===== src/rtl/seq_detect_pkg.sv =====
// Shared constants and helpers for the parametrised serial pattern detector.
package seq_detect_pkg;

    localparam int PAT_W_DEF = 4;
    localparam int CNT_W_DEF = 8;

    // Fill counter must represent 0..PAT_W inclusive.
    function automatic int clog2_fill(input int w);
        return $clog2(w + 1);
    endfunction

endpackage


===== src/rtl/seq_detect_param_hist.sv =====
// Valid-qualified history shift register with a saturating fill counter.
module seq_hist_reg
    import seq_detect_pkg::*;
#(
    parameter int PAT_W = PAT_W_DEF
) (
    input  logic             clk,
    input  logic             rst,
    input  logic             clr,
    input  logic             shift,
    input  logic             din,
    input  logic             drop,
    output logic [PAT_W-1:0] hist,
    output logic             full
);

    localparam int FW = clog2_fill(PAT_W);
    localparam logic [FW-1:0] FILL_MAX = FW'(PAT_W);
    localparam logic [FW-1:0] FILL_LAST = FW'(PAT_W - 1);

    logic [PAT_W-2:0] hist_q;
    logic [FW-1:0]    fill_q;

    // Outputs look ahead: the window and fill state once din is shifted in.
    assign hist = {hist_q, din};
    assign full = (fill_q >= FILL_LAST);

    always_ff @(posedge clk) begin
        if (rst || clr) begin
            hist_q <= '0;
            fill_q <= '0;
        end else if (shift) begin
            hist_q <= hist[PAT_W-2:0];
            if (drop)
                fill_q <= '0;
            else if (fill_q != FILL_MAX)
                fill_q <= fill_q + FW'(1);
        end
    end

endmodule


===== src/rtl/seq_detect_param.sv =====
// Run-time loadable serial pattern detector with overlap mode and match counter.
module seq_detect_param
    import seq_detect_pkg::*;
#(
    parameter int               PAT_W   = PAT_W_DEF,
    parameter logic [PAT_W-1:0] PAT_RST = PAT_W'(4'b1011),
    parameter int               CNT_W   = CNT_W_DEF
) (
    input  logic             clk,
    input  logic             rst,
    input  logic             in,
    input  logic             in_valid,
    input  logic [PAT_W-1:0] pattern_in,
    input  logic             pattern_load,
    input  logic             overlap_en,
    input  logic             cnt_clr,
    output logic             out,
    output logic [CNT_W-1:0] match_cnt,
    output logic             cnt_sat
);

    logic [PAT_W-1:0] pat_q;
    logic [PAT_W-1:0] hist;
    logic             full;
    logic             shift;
    logic             hit;
    logic [CNT_W-1:0] cnt_inc;

    // A load discards the bit offered in the same cycle.
    assign shift   = in_valid && !pattern_load;
    assign hit     = shift && full && (hist == pat_q);
    assign cnt_inc = match_cnt + CNT_W'(1);

    seq_hist_reg #(
        .PAT_W(PAT_W)
    ) u_hist (
        .clk  (clk),
        .rst  (rst),
        .clr  (pattern_load),
        .shift(shift),
        .din  (in),
        .drop (hit && !overlap_en),
        .hist (hist),
        .full (full)
    );

    always_ff @(posedge clk) begin
        if (rst) begin
            pat_q     <= PAT_RST;
            out       <= 1'b0;
            match_cnt <= '0;
            cnt_sat   <= 1'b0;
        end else begin
            out <= hit;
            if (pattern_load)
                pat_q <= pattern_in;
            if (cnt_clr) begin
                match_cnt <= '0;
                cnt_sat   <= 1'b0;
            end else if (hit && (match_cnt != '1)) begin
                match_cnt <= cnt_inc;
                if (cnt_inc == '1)
                    cnt_sat <= 1'b1;
            end
        end
    end

endmodule


===== config.mk =====
export PLATFORM = sky130hd
export DESIGN_NAME = seq_detect_param
export DESIGN_NICKNAME = d
export VERILOG_FILES = /design/src/rtl/seq_detect_pkg.sv /design/src/rtl/seq_detect_param_hist.sv /design/src/rtl/seq_detect_param.sv
export SDC_FILE = /design/constraint.sdc
export NUM_CORES = 1
export LEC_CHECK = 0
export BUFFER_PORTS_ARGS = -buffer_cell sky130_fd_sc_hd__buf_2
export CORE_UTILIZATION = 35
export DETAILED_ROUTE_END_ITERATION = 10
export PLACE_DENSITY = 0.57
export SLEW_MARGIN = 20
export SYNTH_ARGS = -nofsm -noshare
export SYNTH_HDL_FRONTEND = slang
export SYNTH_SLANG_ARGS = --single-unit

===== constraint.sdc =====
create_clock -name clk -period 3.27 [get_ports clk]
set_clock_uncertainty 0.2 [all_clocks]
set_input_delay 0.1635 -clock clk [delete_from_list [all_inputs] [get_ports clk]]
set_output_delay 0.1635 -clock clk [all_outputs]
set_load 0.03 [all_outputs]

==> Word-level counts from Yosys, hierarchy flattened <==
Index checks and enable logic that the tools add are counted.
{ "word_totals": {"register_bits": 20, "in_bits": 11} }
{ "op_classes": {"muxes": 2, "add_sub_neg": 2, "n_lt_le_gt_ge": 1, "eq_ne": 4, "reduce_logical": 12} }
{ "ops": {"columns": ["op", "n"], "rows": [
  ["8-bit by 1-bit adder with 8-bit output, second input constant", 1],
  ["8-bit equality test, second input constant", 1],
  ["8-bit inequality test, second input constant", 1],
  ["3-bit 2-to-1 mux", 2],
  ["1-bit logical AND", 5],
  ["4-bit equality test", 1],
  ["2-bit AND reduction", 2],
  ["3-bit by 1-bit adder with 3-bit output, second input constant", 1],
  ["3-bit by 2-bit greater-or-equal comparator with 1-bit output, second input constant", 1],
  ["3-bit inequality test, second input constant", 1],
  ["1-bit zero test", 2],
  ["2-bit nonzero test", 1],
  ["2-bit OR reduction", 1],
  ["1-bit logical OR", 1]
]} }

==> Logic depth before layout (Yosys ltp) <==
Gate-level depths: netlist of run 1.
{ "logic_depth": {"depth_word": 7, "ltp_mapped": 9} }

==> By module <==
A second synthesis of run 1 with hierarchy kept.
{ "hier_totals": {"hier_cells": 132, "area_unflattened_um2": 1121.1} }
{ "by_module_without_submodules": {"columns": ["module", "n_inst", "area_per_inst_um2", "cells_per_inst"], "rows": [
  ["seq_detect_param", 1, 799.5, 96],
  ["seq_hist_reg", 1, 321.6, 36]
]} }

==> Worst setup path before layout of run 1 <==
No wires, ideal clock.
{ "synth_timing": {"path_kind": "register to register", "startpoint": "register match_cnt[2]", "endpoint": "register cnt_sat", "required_time_ps": 2969, "setup_time_ps": 101, "setup_slack_ps": 1261, "path_stages_with_launch": 7, "n_path_buf": 1, "arrival_ps": 1708, "cell_sequence": "dfxtp_1 > clkbuf_1 > nand3_1 > or2_0 > nor3b_1 > a31oi_1 > o41ai_1"} }
{ "synth_via": {"elab_chain_cells": 3} }
{ "synth_rtl": {"columns": ["item", "line_no", "rtl"], "rows": [
  ["start, declared", "seq_detect_param.sv:18", "output logic [CNT_W-1:0] match_cnt,"],
  ["start signal, assigned", "seq_detect_param.sv:61", "match_cnt <= cnt_inc;"],
  ["8-bit by 1-bit adder with 8-bit output or 8-bit inequality test (tied branches)", "seq_detect_param.sv:32, seq_detect_param.sv:60", null],
  ["8-bit equality test or 1-bit logical AND (tied branches)", "seq_detect_param.sv:62, seq_detect_param.sv:60", null],
  ["2-bit AND reduction (no source line) (*)", null, null],
  ["end signal, assigned", "seq_detect_param.sv:52", "cnt_sat <= 1'b0;"],
  ["end signal, assigned", "seq_detect_param.sv:59", "cnt_sat <= 1'b0;"],
  ["end signal, assigned", "seq_detect_param.sv:63", "cnt_sat <= 1'b1;"],
  ["end, declared", "seq_detect_param.sv:19", "output logic cnt_sat"]
]} }
Mark *: on every way between the ends. The rest lies on a longest branch, timed or not.
A chain may end at the register's enable or synchronous reset.

==> Worst setup path after layout of run 1 <==
{ "layout_timing": {"startpoint": "input pattern_load", "endpoint": "register cnt_sat"} }
{ "layout_via": {"elab_chain_cells": 6} }
{ "layout_rtl": {"columns": ["item", "line_no", "rtl"], "rows": [
  ["start, declared", "seq_detect_param.sv:14", "input logic pattern_load,"],
  ["1-bit zero test", "seq_detect_param.sv:30", "assign shift = in_valid && !pattern_load;"],
  ["1-bit logical AND", "seq_detect_param.sv:30", null],
  ["1-bit logical AND (2 in series)", "seq_detect_param.sv:31", "assign hit = shift && full && (hist == pat_q);"],
  ["1-bit logical AND", "seq_detect_param.sv:60", "end else if (hit && (match_cnt != '1)) begin"],
  ["2-bit AND reduction (no source line)", null, null]
]} }
No other way between the ends.

==> impl_metrics.toml, run 1 <==
[status]
outcome = "complete, but fails checks"
failed_checks = "design-rule violations"

[clock_tree]
cts_tree = "built"
numCtsBuffers = 3
cts_root_buf = "clkbuf_4"
cts_resized = 0
clk_pin_slew_ps = 130
cts.sinks = 20
insertion_delay_ps = 310
cts_buffer_depth = 2
h-tree-depth = 1
cts_hold_buffers = 11
cts_setup_buffers = 0

[grt]
antenna_found_initial = 0
first_global_vias = 979
gr-usage-all-layers = 0.152
grt_overflow = 0
grt_max_degree = 22
grt_pass1_wl_mm = 4.00

[placement]
place_area_mm2 = 0.00120
hpwl_mm = 1.61
dp_slack_ps = 950
io_buffers = 20
place_congestion = 0.775

[die]
core_mm2 = 0.00285
io_pins = 21
fp-row-count = 19
dieArea_mm2 = 0.00336
die_height_um = 58.0
die_x_um = 58.0
start_util = 0.385

[hold_path]
min_to = "u_hist.fill_q[2]"
hp-class = "in2reg"
holdPathStages = 3
worstHoldStart = "overlap_en"

[pwr]
p_leak_nw = 0.519
switching_share = 0.210
seqPwrFrac = 0.503
p_switching_w = 0.000105
intPower_w = 0.000396
pwr-share-comb = 0.089
power.share.clock = 0.408
power.density_mw_per_mm2 = 368
peakVddDrop_mv = 0.273

[route]
via_per_inst = 5.48
dr.first_iter.drc_count = 57
ant_nets = 0
drt_wl_total_mm = 2.37
wire_per_inst_um = 12.6
vias = 1030
drc = 2
drt_first_pass_iters = 7

[synth]
synthArstFlopShare = 0
ys_seq_elements = 20
synth_commonest_cells = "20 x dfxtp_1, 12 x inv_1, 11 x nand2_1"
yosys.area.top_type = "dfxtp_1"
yosys-top-cells-area = "dfxtp_1 36%, ha_1 5.7%, mux2i_1 4.6%, a21oi_1 4.1%, inv_1 4.1%"
synth_area_mm2 = 0.00110
synth_most_common_cell = "dfxtp_1"
avgSynthCellArea_um2 = 8.51
netlist.area_leader.share = 0.365
synth_edf_count = 0
postSynthCellCount = 129
synth_cell_types = 35
yosysWarnings = 0
syn_nets = 145
ys.flop_type = "dfxtp_1"
synth-seq-area-share = 0.365

[run]
maxCapViolCount = 0

[timing]
slew_headroom = 0.503
finalSetupViolations = 0
worst_pin_slew_ps = 742
tns_ps = 0
hold_viol = 0
period_share = 0.779
rsz0062_at_grt = "no"
fmax_ghz = 0.392
fin_ws_ps = 722
final-max-slew-violation-count = 0
fin_crit_ps = 2550

[critical_path]
r2r_slack_ps = 970
cp_slowest_cell = "dlygate4sd3_1"
critPathMaxFanout = 21
crit_chain = "dlygate4sd3_1 > buf_2 > nand2b_2 > a2111oi_4 > nand3_2 > or3_1 > o41ai_1"
crit_path_end_kind = "register"
cp-start-kind = "input port"
critical_path_class = "in2reg"
worstPathRequired_ps = 3290
max_stage_delay_ps = 530
reg2regPathDepth = 5
r2r-end = "cnt_sat"
worstSetupStartpoint = "pattern_load"
cp.arrival_ps = 2560
r2r-start = "u_hist.hist_q[1]"

[finish]
syn_to_final_growth_pct = 24.4
num_antenna_cells = 0
final_util = 0.479
fillers = 284
nets = 174
design_area_mm2 = 0.00137
drive_gt1_frac = 0.185
sequential cells by signal, indices dropped and copies added (netlist names):
register       count
match_cnt          8
pat_q              4
u_hist.fill_q      3
u_hist.hist_q      3
cnt_sat            1
out                1
per-stage QoR:
| step | std cells | hold slack [ps] | total power (W) |
|---|---|---|---|
| global placement | 173 | 169 | 0.000291 |
| floorplan | 129 | 81.4 | 0.000280 |
| global route | 188 | 8.82 | 0.000523 |
| CTS | 188 | 2.75 | 0.000511 |
| detailed placement | 173 | 170 | 0.000292 |
| finish | 188 | 11.6 | 0.000502 |
kinds of logic (layout without fill, tap and decap cells):
logic type / after synthesis / after routing / synth area share
buffers and inverters: 19 / 47 / 0.0718
and+or+nand+nor: 44 / 44 / 0.217
AOI/OAI and AO/OA: 32 / 32 / 0.212
xor gates and xnor gates: 4 / 4 / 0.0319
adders and majority gates: 5 / 5 / 0.0570
DFF: 20 / 20 / 0.365
muxes: 5 / 5 / 0.0456
critical path: cells and delay by family:
family | cells | cell delay [ps]
buf+inv | 2 | 720
compound gates | 2 | 590
simple gates | 3 | 1070
layout by cell type, fill, tap and decap left out, types with 4 or more instances in the layout:
master and n:
a21oi_1 9, buf_2 20, dfxtp_1 20, dlygate4sd3_1 11, ha_1 5, inv_1 12, mux2i_1 5, nand2_1 11
nand3_1 4, nor2_1 6, nor3_1 4, o21ai_0 4, o31ai_1 4, or4_1 5
layer usage:
metal | part of all wire | vias up | GRT usage
met5 | 0 | - | 0
met4 | 0.0063 | 0 | 0.0612
met3 | 0.029 | 2 | 0.0201
met2 | 0.50 | 18 | 0.266
met1 | 0.47 | 490 | 0.188
li1 | - | 520 | -
power groups by stage:
stage               Sequential [W]  Combinational, W  Clock, W
floorplan                 0.000257         0.0000229         0
global placement          0.000258         0.0000334         0
detailed placement        0.000258         0.0000342         0
CTS                       0.000253         0.0000445  0.000214
global route              0.000253         0.0000504  0.000219
finish                    0.000252         0.0000449  0.000205
cell type report:
type | instances | area [µm²] | area share
Multi-Input combinational cell | 90 | 618 | 0.453
Clock buffer | 3 | 22.5 | 0.0165
Tap cell | 31 | 38.8 | 0.0284
Clock inverter | 1 | 30.0 | 0.0220
Timing Repair Buffer | 31 | 210 | 0.154
Inverter | 12 | 45.0 | 0.0330
Sequential cell | 20 | 400 | 0.293
worst max-delay path by stage:
stage	end	cells after the start
6_report	cnt_sat	7
5_1_grt	cnt_sat	7
3_3_place_gp	cnt_sat	6
3_5_place_dp	cnt_sat	6
2_1_floorplan	cnt_sat	6
4_1_cts	cnt_sat	7
(Power assumes the default switching activity.)
==> run 2, diff against run 1 <==
- ABC_AREA: not set -> 1
- clock period: 3.27 -> 2.5 ns (I/O delays scaled with it)
==> run 2 against run 1 <==
The run still ends with design-rule violations left. Synthesized cell count is 22% higher. First-iteration DRC count is 14% lower. Synthesized area is 0.91% lower. Final cell count is 19% higher. Routed wire length is 3.7% lower. Critical path depth is 1 lower. Die area is 0.88% lower. Clock-buffer cell count stayed put. Register-to-register slack worse by 400 ps. Worst hold slack better by 58 ps. Sequential power is 32% higher. Critical endpoint is now pat_q[1]. Highest routed layer unchanged.
==> impl_metrics.toml, run 2 <==
[grt]
grtUsageMet3 = 0.0402
antenna_found_initial = 0
first_global_vias = 998
gr-usage-all-layers = 0.154
gr-usage-met1 = 0.184
grt_busiest_layer = "met2"
use_met2 = 0.281
grt_pass1_wl_mm = 4.08
grt_max_degree = 13
grt_overflow = 0

[route]
drt_first_pass_iters = 7
wire_per_inst_um = 10.2
drc = 2
via_per_inst = 4.73
dr.first_iter.drc_count = 49
drt_wl_total_mm = 2.28
ant_nets = 0
vias = 1055

[timing]
final-max-slew-violation-count = 0
finalSetupViolations = 0
rsz0062_at_grt = "no"
period_share = 0.857
fmax_ghz = 0.467
tns_ps = 0
fin_crit_ps = 2140
hold_viol = 0
worst_pin_slew_ps = 381
slew_headroom = 0.745

[die]
fp-row-count = 19
die_x_um = 57.7
core_mm2 = 0.00285
io_pins = 21
dieArea_mm2 = 0.00333
start_util = 0.381
die_height_um = 57.7

[hold_path]
worstHoldStart = "pattern_load"
holdPathStages = 3
hp-class = "in2reg"

[clock_tree]
insertion_delay_ps = 300
clk_pin_slew_ps = 120
cts_tree = "built"
numCtsBuffers = 3
cts_buffer_depth = 2
h-tree-depth = 1
cts.sinks = 20
cts_setup_buffers = 0
cts_root_buf = "clkbuf_4"

[synth]
synth_cell_types = 22
yosysWarnings = 0
synth_adder_area_share = 0.0575
synth_most_common_cell = "nand2_1"
syn_nets = 173
synth_area_mm2 = 0.00109
synth_commonest_cells = "37 x nand2_1, 25 x inv_1, 20 x dfxtp_1, 20 x nor2_1, 11 x a21oi_1"
synth_xor_area_frac = 0.0242
synth_top_family_by_area = "simple AND/OR/NAND/NOR gates"
synth-compound-area-share = 0.137
yosys-top-cells-area = "dfxtp_1 37%, nand2_1 13%, inv_1 8.6%, nor2_1 6.9%, ha_1 5.8%"
ys_seq_elements = 20
yosys.area.top_type = "dfxtp_1"
synth_edf_count = 0
postSynthCellCount = 157
ys.flop_type = "dfxtp_1"
synthArstFlopShare = 0
synth-seq-area-share = 0.368
avgSynthCellArea_um2 = 6.93
synth-simple-area-share = 0.299
netlist.area_leader.share = 0.368
yosys-mux-area-fraction = 0

[critical_path]
worstPathRequired_ps = 2510
reg2regPathDepth = 10
path_delay_family = "buffers and inverters"
critPathMaxFanout = 6
cp-endpoint = "pat_q[1]"
cp-start-kind = "input port"
r2r-end = "match_cnt[2]"
max_stage_delay_ps = 560
crit_cells = 6
cp_slowest_cell = "dlygate4sd3_1"
worstSetupStartpoint = "rst"
crit_path_end_kind = "register"
crit_chain = "dlygate4sd3_1 > buf_2 > a21oi_1 > dlygate4sd3_1 > o21ai_0 > dlygate4sd3_1"
cp.arrival_ps = 2150
worst_path_most_repeated_cell = "dlygate4sd3_1"
crit_buf_inv = 4
r2r-start = "u_hist.fill_q[0]"
critical_path_class = "in2reg"
r2r_slack_ps = 570

[finish]
fillers = 278
syn_to_final_growth_pct = 28.7
drive_gt1_frac = 0.161
layout_commonest_cell = "nand2_1"
multi_input_area_um2 = 563
largest_reg_flops = 8
regMostFlops = "match_cnt"
top_regs = "match_cnt x8, pat_q x4"
final_cell_mix = "37 x nand2_1, 25 x inv_1, 20 x nor2_1, 20 x dfxtp_1, 20 x buf_2"
nets = 209
regArea_um2 = 400
num_antenna_cells = 0

[run]
maxCapViolCount = 0

[placement]
hpwl_mm = 1.57
place_congestion = 0.784
io_buffers = 20

[status]
outcome = "complete, but fails checks"
failed_checks = "design-rule violations"

[pwr]
p_total_w = 0.000668
power.density_mw_per_mm2 = 477
peakVddDrop_mv = 0.269
p_leak_nw = 0.674
[run 2: cell count changes in the layout (fill, tap and decap cells not counted), moves of 4 or more]
cell	delta
nand2_1	+26
nor2_1	+14
mux2i_1	-5
o31ai_1	-4
or4_1	-5
o21ai_0	+4
nor3_1	-4
dlygate4sd3_1	+4
inv_1	+13
nand3_1	+6
[run 2: worst min path at each step]
stage | to | slack, ps
global placement | pat_q[3] | 140
finish | u_hist.hist_q[0] | 70
detailed placement | pat_q[1] | 140
floorplan | out | -3
CTS | u_hist.hist_q[0] | 50
global route | u_hist.hist_q[0] | 80
[run 2: worst register-to-register path, cell delays in order (launching register included)]
cell,delay (ps)
dfxtp_1,400
ha_1,180
ha_1,140
nor2_1,50
nand2_1,70
nand3_2,80
nor2_4,120
nand3_2,210
inv_1,220
nand2_1,80
a21oi_1,120
[run 2: layer usage]
metal,share of wire,vias up
met4,0.014,0
met1,0.47,473
li1,-,560
met2,0.49,18
met5,0,-
met3,0.031,4
[run 2: report_power, final]
part	switching, W	total (W)	internal [W]	leakage (nW)
Combinational	0.0000345	0.0000714	0.0000369	0.483
Clock	0.000102	0.000265	0.000162	0.0279
Sequential	0.00000555	0.000332	0.000326	0.163
Total	0.000143	0.000668	0.000525	0.674
[run 2: metrics by stage]
step / utilization / hold WS, ps / area (µm²) / setup WS [ps] / std cells
6_report: 0.490 / 70.1 / 1400 / 358 / 223
5_1_grt: 0.490 / 77.3 / 1400 / 296 / 223
4_1_cts: 0.490 / 54.6 / 1400 / 439 / 223
3_5_place_dp: 0.419 / 144 / 1200 / 606 / 204
3_3_place_gp: 0.419 / 139 / 1200 / 650 / 204
2_1_floorplan: - / -3.49 / 1090 / 680 / 157
[run 2: cells by family after synthesis]
logic type,count (synthesis)
adder cells (fa/ha/maj),5
buffers and inverters,29
flip-flops,20
XOR/XNOR,3
AND/OR/NAND/NOR,74
AO/OA/AOI/OAI,26
[run 2: timing repair]
item | CTS | global route
hold endpoints to repair | 9 | 0
resized for setup | 0 | 0
hold buffers | 15 | 0
[run 2: layout make-up]
type / instances / area share
clock buffer: 3 / 0.0161
clock inverter: 1 / 0.0215
inverter: 25 / 0.0671
multi-input combinational: 108 / 0.403
sequential: 20 / 0.286
tap: 31 / 0.0277
timing repair buffer: 35 / 0.179
==> run 3, diff against run 2 <==
- ABC_AREA: 1 -> not set
==> run 3 against run 2 <==
The flow still finishes with violations (design-rule violations). Flip-flop and latch count unchanged. Non-clock buffer count rose by 3. Combinational power fell by 5.2%. Clock power decreased by 27%.
==> impl_metrics.toml, run 3 (synthesized netlist as in run 1, its figures left out) <==
[pwr]
switching_share = 0.235
peakVddDrop_mv = 0.295
intPower_w = 0.000452
p_switching_w = 0.000139
power.share.clock = 0.327
pwr-share-comb = 0.114
power.density_mw_per_mm2 = 415
seqPwrFrac = 0.559
p_leak_nw = 0.542

[route]
via_per_inst = 5.43
drc = 2
ant_nets = 0
vias = 1058
dr.first_iter.drc_count = 36
drt_first_pass_iters = 7
drt_wl_total_mm = 2.40
wire_per_inst_um = 12.3

[critical_path]
r2r-start = "u_hist.hist_q[1]"
reg2regPathDepth = 5
critPathMaxFanout = 21
worstSetupStartpoint = "pattern_load"
cp-endpoint = "cnt_sat"
crit_path_end_kind = "register"
cp.arrival_ps = 2350
worstPathRequired_ps = 2520
r2r-end = "cnt_sat"
r2r_slack_ps = 340
critical_path_class = "in2reg"
cp-start-kind = "input port"

[clock_tree]
cts_buffer_depth = 2
clk_pin_slew_ps = 130
cts_root_buf = "clkbuf_4"
insertion_delay_ps = 310
h-tree-depth = 1
cts_tree = "built"
numCtsBuffers = 3
cts_setup_buffers = 0
cts.sinks = 20

[finish]
top_regs = "match_cnt x8, pat_q x4"
num_antenna_cells = 0
drive_gt1_frac = 0.183
design_area_mm2 = 0.00142
final_util = 0.499
nets = 181
regMostFlops = "match_cnt"
largest_reg_flops = 8
syn_to_final_growth_pct = 29.8
final_cell_mix = "20 x dfxtp_1, 20 x buf_2, 17 x dlygate4sd3_1, 12 x inv_1, 11 x nand2_1"

[grt]
grt_overflow = 0
grt_max_degree = 22
antenna_found_initial = 0
grt_pass1_wl_mm = 4.13
first_global_vias = 1000
gr-usage-all-layers = 0.160

[timing]
tns_ps = 0
fmax_ghz = 0.429
fin_crit_ps = 2330
rsz0062_at_grt = "no"
period_share = 0.933
final-max-slew-violation-count = 0
finalSetupViolations = 0
hold_viol = 0
slew_headroom = 0.674
worst_pin_slew_ps = 489

[hold_path]
hp-class = "in2reg"

[placement]
place_congestion = 0.809
place_area_mm2 = 0.00121
io_buffers = 20
hpwl_mm = 1.62

[die]
dieArea_mm2 = 0.00336
fp-row-count = 19
core_mm2 = 0.00285
die_height_um = 58.0
die_x_um = 58.0
start_util = 0.385
io_pins = 21

[status]
outcome = "complete, but fails checks"
failed_checks = "design-rule violations"

[run]
maxCapViolCount = 0
==> run 3: cell type report <==
| class | instances | area (µm²) |
|---|---|---|
| multi-input combinational | 90 | 626 |
| fill | 273 | 1430 |
| timing repair buffer | 38 | 278 |
| inverter | 12 | 45.0 |
| clock buffer | 4 | 36.3 |
| sequential | 20 | 400 |
| tap | 31 | 38.8 |
==> run 3: worst min-delay path by stage <==
stage / to / cells past startpoint / start / slack, ps
floorplan: pat_q[0] / 1 / pattern_in[0] / 40
global placement: pat_q[0] / 2 / pattern_in[0] / 130
detailed placement: pat_q[0] / 2 / pattern_in[0] / 130
CTS: cnt_sat / 2 / cnt_sat / 280
global route: out / 5 / in / 290
finish: out / 5 / in / 250
==> run 3: timing repair <==
action	4_1_cts	5_1_grt
hold endpoints to repair	16	0
endpoints found under the setup margin	0	6
gates resized for setup	0	1
hold buffers	17	0
==> run 3: power by group through the flow <==
stage	registers, W	clock network [W]	logic, W
after CTS	0.000330	0.000203	0.0000659
after floorplan	0.000336	0	0.0000299
after global placement	0.000338	0	0.0000436
after global routing	0.000331	0.000211	0.0000748
final	0.000330	0.000193	0.0000677
after detailed placement	0.000338	0	0.0000443
==> run 3: per-layer routing <==
| layer | vias up | track usage | part of all wire |
|---|---|---|---|
| met3 | 4 | 0.0246 | 0.045 |
| met1 | 499 | 0.186 | 0.45 |
| li1 | 530 | - | - |
| met4 | 0 | 0.0782 | 0.012 |
| met5 | - | 0 | 0 |
| met2 | 25 | 0.284 | 0.49 |
==> run 3: metrics by stage <==
step | hold slack [ps] | total power, W | cells | worst slack [ps]
after floorplan | 42.9 | 0.000366 | 129 | 491
after global placement | 130 | 0.000381 | 174 | 340
after detailed placement | 131 | 0.000382 | 174 | 255
after CTS | 281 | 0.000599 | 195 | 52.3
after global routing | 294 | 0.000617 | 195 | 63.5
final | 250 | 0.000591 | 195 | 167
==> run 3: worst max-delay path, cell delays in order <==
cell	delay (ps)
dlygate4sd3_1	530
buf_2	190
nand2b_2	230
a2111oi_4	320
nand3_4	250
or3_1	410
o41ai_1	300
